## src/rtl/tx_64b66b_gearbox_scrambler_if.sv

```systemverilog
// Block input handshake for the 64b/66b TX gearbox.
//   in_valid    block present on in_header/in_payload
//   in_ready    block accepted when in_valid && in_ready
//   in_header   2-bit sync header (sent unscrambled)
//   in_payload  64-bit payload, bit 63 transmitted first
// master = block source, slave = gearbox.
interface tx_64b66b_gearbox_scrambler_if;
    logic        in_valid;
    logic        in_ready;
    logic [1:0]  in_header;
    logic [63:0] in_payload;

    modport master (output in_valid, output in_header, output in_payload, input in_ready);
    modport slave  (input in_valid, input in_header, input in_payload, output in_ready);
endinterface

```

## src/rtl/tx_64b66b_gearbox_scrambler.sv

```systemverilog
// Transmit 64b/66b path: scrambles block payloads (x^58+x^39+1, self-synchronous)
// and gearboxes the 66-bit block stream to one 32-bit word per tx_clk.
// On underrun a 10GBASE-R idle block is substituted so the line never stalls.
// Ports:
//   tx_clk          transmit clock, rising edge
//   tx_rst          synchronous active-high reset
//   blk             block input handshake (slave side)
//   tx_data         32-bit word to SERDES, bit 31 transmitted first
//   idle_inserted   one-cycle pulse when an idle block was substituted
//   underrun_count  saturating count of substituted idle blocks
module tx_64b66b_gearbox_scrambler #(
    parameter bit SCRAMBLE    = 1'b1,
    parameter int COUNT_WIDTH = 16
) (
    input  logic                          tx_clk,
    input  logic                          tx_rst,
    tx_64b66b_gearbox_scrambler_if.slave  blk,
    output logic [31:0]                   tx_data,
    output logic                          idle_inserted,
    output logic [COUNT_WIDTH-1:0]        underrun_count
);

    localparam logic [63:0] IDLE_PAYLOAD = 64'h1E00_0000_0000_0000;
    localparam logic [1:0]  CTRL_HEADER  = 2'b10;

    // Scramble one payload in transmit order. h[] holds scrambled bits in
    // chronological order: h[0..57] is the previous state (h[57] newest),
    // h[58+j] is the scrambled version of payload bit 63-j.
    // Returns {next_state, scrambled_payload}.
    function automatic logic [121:0] scramble(input logic [63:0] d, input logic [57:0] st);
        logic [121:0] h;
        logic [63:0]  o;
        h = '0;
        o = '0;
        h[57:0] = st;
        for (int j = 0; j < 64; j++) begin
            h[58+j] = d[63-j] ^ h[j+19] ^ h[j];
            o[63-j] = h[58+j];
        end
        return {h[121:64], o};
    endfunction

    logic [6:0]  fill;      // bits held in bits_q after this cycle's emission
    logic [96:0] bits_q;    // held bits left-aligned, MSB oldest, zeros below
    logic [57:0] scr_q;
    logic        load;
    logic [63:0] raw_payload;
    logic [63:0] scr_payload;
    logic [57:0] scr_next;
    logic [65:0] block;
    logic [96:0] merged;

    // Ready depends on registered fill only.
    assign load         = (fill < 7'd32);
    assign blk.in_ready = load;

    always_comb begin
        raw_payload = blk.in_valid ? blk.in_payload : IDLE_PAYLOAD;
        scr_payload = raw_payload;
        scr_next    = scr_q;
        if (SCRAMBLE) begin
            {scr_next, scr_payload} = scramble(raw_payload, scr_q);
        end
        block  = {(blk.in_valid ? blk.in_header : CTRL_HEADER), scr_payload};
        merged = bits_q;
        if (load) begin
            // New block lands directly below the fill held bits.
            merged = bits_q | ({block, 31'b0} >> fill);
        end
    end

    always_ff @(posedge tx_clk) begin
        if (tx_rst) begin
            fill           <= '0;
            bits_q         <= '0;
            scr_q          <= '1;
            tx_data        <= '0;
            idle_inserted  <= 1'b0;
            underrun_count <= '0;
        end else begin
            tx_data <= merged[96:65];
            bits_q  <= {merged[64:0], 32'b0};
            if (load) begin
                fill          <= fill + 7'd34;
                scr_q         <= scr_next;
                idle_inserted <= !blk.in_valid;
                if (!blk.in_valid && (underrun_count != '1)) begin
                    underrun_count <= underrun_count + 1'b1;
                end
            end else begin
                fill          <= fill - 7'd32;
                idle_inserted <= 1'b0;
            end
        end
    end

endmodule

```

## src/flat_wrapper.sv

```systemverilog
// flat-port wrapper written by rule: the top's interface ports become plain ports
module tx_64b66b_gearbox_scrambler_flat 
#(
    parameter bit SCRAMBLE    = 1'b1,
    parameter int COUNT_WIDTH = 16
)
  (tx_clk, tx_rst, tx_data, idle_inserted, underrun_count, blk_in_valid, blk_in_header, blk_in_payload, blk_in_ready);
  tx_64b66b_gearbox_scrambler_if blk_i ();
  input  logic tx_clk;
  input  logic tx_rst;
  output logic [31:0] tx_data;
  output logic idle_inserted;
  output logic [COUNT_WIDTH-1:0] underrun_count;
  input wire logic [$bits(blk_i.in_valid)-1:0] blk_in_valid;
  input wire logic [$bits(blk_i.in_header)-1:0] blk_in_header;
  input wire logic [$bits(blk_i.in_payload)-1:0] blk_in_payload;
  output wire logic [$bits(blk_i.in_ready)-1:0] blk_in_ready;
  assign blk_i.in_valid = blk_in_valid;
  assign blk_i.in_header = blk_in_header;
  assign blk_i.in_payload = blk_in_payload;
  assign blk_in_ready = blk_i.in_ready;
  tx_64b66b_gearbox_scrambler #(.SCRAMBLE(SCRAMBLE), .COUNT_WIDTH(COUNT_WIDTH)) u_core (.tx_clk(tx_clk), .tx_rst(tx_rst), .blk(blk_i), .tx_data(tx_data), .idle_inserted(idle_inserted), .underrun_count(underrun_count));
endmodule
```

## config.mk

```make
export PLATFORM = sky130hd
export DESIGN_NAME = tx_64b66b_gearbox_scrambler_flat
export DESIGN_NICKNAME = d
export VERILOG_FILES = /design/src/rtl/tx_64b66b_gearbox_scrambler_if.sv /design/src/rtl/tx_64b66b_gearbox_scrambler.sv /design/src/flat_wrapper.sv
export SDC_FILE = /design/constraint.sdc
export NUM_CORES = 1
export LEC_CHECK = 0
export ABC_AREA = 1
export ABC_CLOCK_PERIOD_IN_PS = 2930
export CAP_MARGIN = 5
export CORE_MARGIN = 8
export CORE_UTILIZATION = 55
export CTS_BUF_LIST = sky130_fd_sc_hd__clkbuf_4
export DETAILED_ROUTE_END_ITERATION = 12
export PLACE_DENSITY = 0.77
export REMOVE_ABC_BUFFERS = 1
export SLEW_MARGIN = 10
export SYNTH_ARGS = -nofsm -noshare
export SYNTH_HDL_FRONTEND = slang
export SYNTH_SLANG_ARGS = --single-unit
```

## constraint.sdc

```tcl
create_clock -name tx_clk -period 2.93 [get_ports tx_clk]
set_input_delay 0.586 -clock tx_clk [delete_from_list [all_inputs] [get_ports tx_clk]]
set_output_delay 0.586 -clock tx_clk [all_outputs]
set_load 0.05 [all_outputs]
```

* Yosys cells after proc, flatten, opt, wreduce, memory -nomap -nowiden
Index checks and enable logic that the tools add are counted.
** Storage, ports and cells
- Bits in registers :: 211
- Output and inout port bits :: 50
- Word-level logic and storage cells :: 151
** Operators by class
- Magnitude comparators :: 1
- Shifts and indexed selects :: 1
- Bitwise logic cells :: 130
- Equality and inequality tests :: 1
- Reductions and logical operators :: 4
- Multiplexer cells :: 4
- $add $sub $neg :: 3
** Operator list (count)
- 1-bit bitwise XOR :: 128
- 97-bit 2-to-1 mux :: 1
- 97-bit bitwise OR :: 1
- 97-bit by 7-bit >> shifter with 97-bit output :: 1
- 64-bit 2-to-1 mux :: 1
- 16-bit by 1-bit adder with 16-bit output (second input constant) :: 1
- 16-bit inequality test (second input constant) :: 1
- 7-bit by 6-bit adder with 7-bit output (second input constant) :: 1
- 7-bit by 6-bit less-than comparator with 1-bit output (second input constant) :: 1
- 7-bit 2-to-1 mux :: 1
- 7-bit by 6-bit subtractor with 7-bit output (second input constant) :: 1
- 2-bit 2-to-1 mux :: 1
- 2-bit AND reduction :: 1
- 2-bit OR reduction :: 1
- 1-bit logical AND :: 1
- 1-bit zero test :: 1
- 1-bit inverter :: 1

* Depth between registers and ports, before layout
Gate-level depths: netlist (run 1).
- Depth after elaboration :: 8
- Mapped depth :: 19
- Gate-level depth less buffers :: 18

* Worst setup path after synthesis (run 1)
OpenSTA, ideal clock, no wires.
- Path kind :: register to register
- From :: register u_core.fill[5]
- To :: register u_core.underrun_count[13]
- Buffers on the path :: 3
- Data required time :: 2.802 ns
- Arrival time :: 2.804 ns
- Setup slack :: -0.002 ns
- Clock period less this slack :: 2.932 ns
- Library setup time :: 0.128 ns
- Cell stages (with the launch flop) :: 15
- Path through :: dfxtp_1 inv_1 clkbuf_1 clkbuf_1 ha_1 clkbuf_1 nand3_1 nor2_1 nand2_1 nor3_1 nand2_1 nor2_1 nand2_1 nand2_1 nor2_1
** Between the ends
- Cells in the longest elaborated chain, start to end :: 2
** Ends and longest elaborated chain
- start, declared :: line tx_64b66b_gearbox_scrambler.sv:43 : logic [6:0] fill;
- start signal, assigned :: line tx_64b66b_gearbox_scrambler.sv:84 : fill <= fill + 7'd34;
- start signal, assigned :: line tx_64b66b_gearbox_scrambler.sv:91 : fill <= fill - 7'd32;
- 7-bit by 6-bit less-than comparator with 1-bit output :: line tx_64b66b_gearbox_scrambler.sv:54 : assign load = (fill < 7'd32);
- net blk_in_ready :: line flat_wrapper.sv:17 : output wire logic [$bits(blk_i.in_ready)-1:0] blk_in_ready;
- 2-bit AND reduction (no source line)
- end signal, assigned :: line tx_64b66b_gearbox_scrambler.sv:88 : underrun_count <= underrun_count + 1'b1;
- end, declared :: line tx_64b66b_gearbox_scrambler.sv:20 : output logic [COUNT_WIDTH-1:0] underrun_count
The timed path passes the listed nets, and every way through them passes these cells.
A chain may end at the register's enable or synchronous reset.

* Worst setup path in the final report (run 1)
- From :: register u_core.fill[6]
- To :: output blk_in_ready
** Between the ends
- Cells in the longest elaborated chain, start to end :: 1
** Ends and longest elaborated chain (line)
- 7-bit by 6-bit less-than comparator with 1-bit output :: tx_64b66b_gearbox_scrambler.sv:54
- end, declared :: flat_wrapper.sv:17
Every way passes these cells.

==> results of run 1 <==
==> worst max-delay path, stage by stage (launching register included) <==
cell and delay [ns]:
dfxtp_1 0.37, inv_1 0.08, ha_2 0.32, buf_4 0.42, buf_4 0.28
==> power by group <==
part           switching, W  internal, W
registers          0.000276      0.00281
clock network       0.00108     0.000380
logic               0.00421      0.00186
==> cell type report <==
cell class / count / area (um2) / area share, %
diodes: 1 / 2.50 / 0.0172
clock buffers: 17 / 128 / 0.875
clock inverters: 15 / 143 / 0.978
inverters: 186 / 698 / 4.79
multi-input cells: 1703 / 8070 / 55.3
flip-flops and latches: 178 / 3570 / 24.5
well taps: 319 / 399 / 2.74
repair buffers: 162 / 1580 / 10.8
==> state kept, by name, indices dropped and copies added (netlist names) <==
signal,cells
u_core.bits_q,65
u_core.underrun_count,16
u_core.idle_inserted,1
u_core.scr_q,58
u_core.tx_data,32
u_core.fill,6
==> worst max-delay path by stage <==
stage	depth (start not counted)	to	slack, ns	startpoint
6_report	4	blk_in_ready	0.25	u_core.fill[6]
3_5_place_dp	14	u_core.bits_q[76]	0.12	blk_in_payload[62]
4_1_cts	4	blk_in_ready	0.26	u_core.fill[6]
5_1_grt	4	blk_in_ready	0.20	u_core.fill[6]
2_1_floorplan	9	u_core.bits_q[65]	-4.59	u_core.fill[5]
3_3_place_gp	18	u_core.bits_q[48]	0.16	blk_in_payload[62]
==> metrics by stage <==
stage / hold slack, ns / setup TNS, ns / setup slack, ns / total power [W]
floorplan: 0.403 / -528.61 / -4.59 / 0.00700
global placement: 0.413 / 0 / 0.158 / 0.00894
detailed placement: 0.417 / 0 / 0.120 / 0.00901
CTS: 0.344 / 0 / 0.262 / 0.0104
global route: 0.340 / 0 / 0.200 / 0.0113
finish: 0.358 / 0 / 0.250 / 0.0106
==> layout by cell type, fill, tap and decap left out, types with 38 or more instances in the layout <==
cell and instances:
nand2_1 682, xor2_1 39, inv_1 179, a21oi_1 136
dfxtp_1 174, o21ai_0 53, nand3_1 522, clkdlybuf4s50_1 115
buf_4 40, nor2_1 98, o211ai_1 38
==> logic make-up (layout without fill, tap and decap cells) <==
| kind of cell | count (synthesis) | after routing | synth area share [%] |
|---|---|---|---|
| AOI/OAI and AO/OA | 260 | 260 | 11.4 |
| DFF | 178 | 178 | 27.7 |
| buffers and inverters | 319 | 380 | 9.67 |
| xor gates and xnor gates | 62 | 62 | 4.22 |
| adders and majority gates | 3 | 3 | 0.292 |
| other | 0 | 1 | 0 |
| and+or+nand+nor | 1378 | 1378 | 46.7 |
==> routing by layer <==
metal	vias up	wire, um
met3	171	5180
met4	0	3200
met5	-	0
li1	7367	-
met2	902	22500
met1	6955	20400
==> qor.yml, run 1 <==
critical_path:
  required_ns: 2.34
  critPathArrivalTime_ns: 2.09
  r2r-end: "u_core.bits_q[57]"
  critPathLaunchType: "flop"
  reg2reg_slack_ns: 0.56
  path_class: "flop to output port"
  end_kind: "output port"
  r2r_start: "u_core.fill[2]"
  worstRegToRegCells: 7
  crit_path_max_fanout: 39
logic_synthesis:
  synth_area_per_cell_um2: 5.85
  synth_commonest_cells: "nand2_1, nand3_1, inv_1"
  ys_types: 34
  yosys.cell_count.top_type: "nand2_1"
  synth.area.top_cells: "dfxtp_1, nand3_1, nand2_1"
  yosysTopAreaCell: "dfxtp_1"
  synth_ff_type: "dfxtp_1"
  synth_edf_count: 0
  ys_async_sr_fraction_pct: 0
  ys_seq_elements: 178
  syn-cell-area_um2: 12900
  ys_seq_area_share_pct: 27.7
  synth_top_area_share_pct: 27.7
  synth_warnings: 0
  netlist_instances: 2200
final_layout:
  drive_above_1_share_pct: 4.47
  final_util_pct: 62.9
  syn_to_final_growth_pct: 13.3
  final_cells: 2581
  fin_area_um2: 14600
  fillers: 2295
  finalNetCount: 2320
die:
  die_h_um: 169
  initial_utilization_pct: 55.5
  fp-row-count: 56
  die_w_um: 169
  ios: 119
  fp.coreArea_um2: 23200
  die_area_um2: 28600
global_routing:
  use_met3_pct: 6.06
  grt_busiest_layer: "met2"
  antenna_found_initial: 1
  grt-ovfl-total: 0
  grt_usage_pct: 35.5
  grt_max_degree: 95
  grt_pass1_vias: 14300
  use_met1_pct: 45.0
  grtUsageMet2_pct: 55.6
  grt_first_pass_wirelength_mm: 79.4
worst_hold_path:
  min-delay-start: "tx_rst"
  min_path_cells: 2
  hold_end: "u_core.tx_data[30]"
  worstHoldPathType: "input port to flop"
pwr:
  max-vdd-ir-drop_mv: 0.421
  leakage_nw: 7.03
  power.density_nw_per_um2: 728
detailed_routing:
  ant_nets: 0
  wl_mm: 51.2
  num_vias: 15400
  firstDrtPassIters: 6
  wl_per_cell_um: 19.9
  drt_iter0_drc: 2295
  drc_errors: 0
  viasPerCell: 5.96
clock_network:
  cts_setup_buffers: 0
  htree_num_levels: 4
  cts-root-buf: "clkbuf_4"
  cts.sinks: 178
  clk_pin_slew_ns: 0.17
  cts_buffer_depth: 2
  cts_tree: "built"
  clock_latency_ns: 0.63
  hold_buffers: 0
  cts_resized: 0
  cts-buffers-inserted: 17
placed_design:
  place_inst: 2548
  gp_congestion: 1.04
  hpwl_mm: 37.4
  place.port_buffers: 118
  dpl_cell_area_um2: 14300
timing:
  finalWorstPathRequiredPeriod_ns: 2.68
  worst_pin_slew_ns: 1.09
  finalHoldViolCount: 0
  setup_viol: 0
  slew_headroom_pct: 27.1
  clock_skew_ns: 0.0319
  max_freq_mhz: 373
  finalCritPeriodShare_pct: 91.5
  slew_viol_final: 0
  rsz0062_at_grt: "false"
outcome:
  status: "complete, no violations"
job:
  maxCapViolCount: 0
(Power assumes the default switching activity.)
==> run 2, diff against run 1 <==
Settings changed: CAP_MARGIN 5 to not set.
==> results of run 2 <==
The final DEF is identical to that of run 1; final timing and power are the same.
==> run 3, diff against run 2 <==
Settings changed: CAP_MARGIN set to 5.
==> results of run 3 <==
The final DEF is identical to that of run 1; final timing and power are the same.
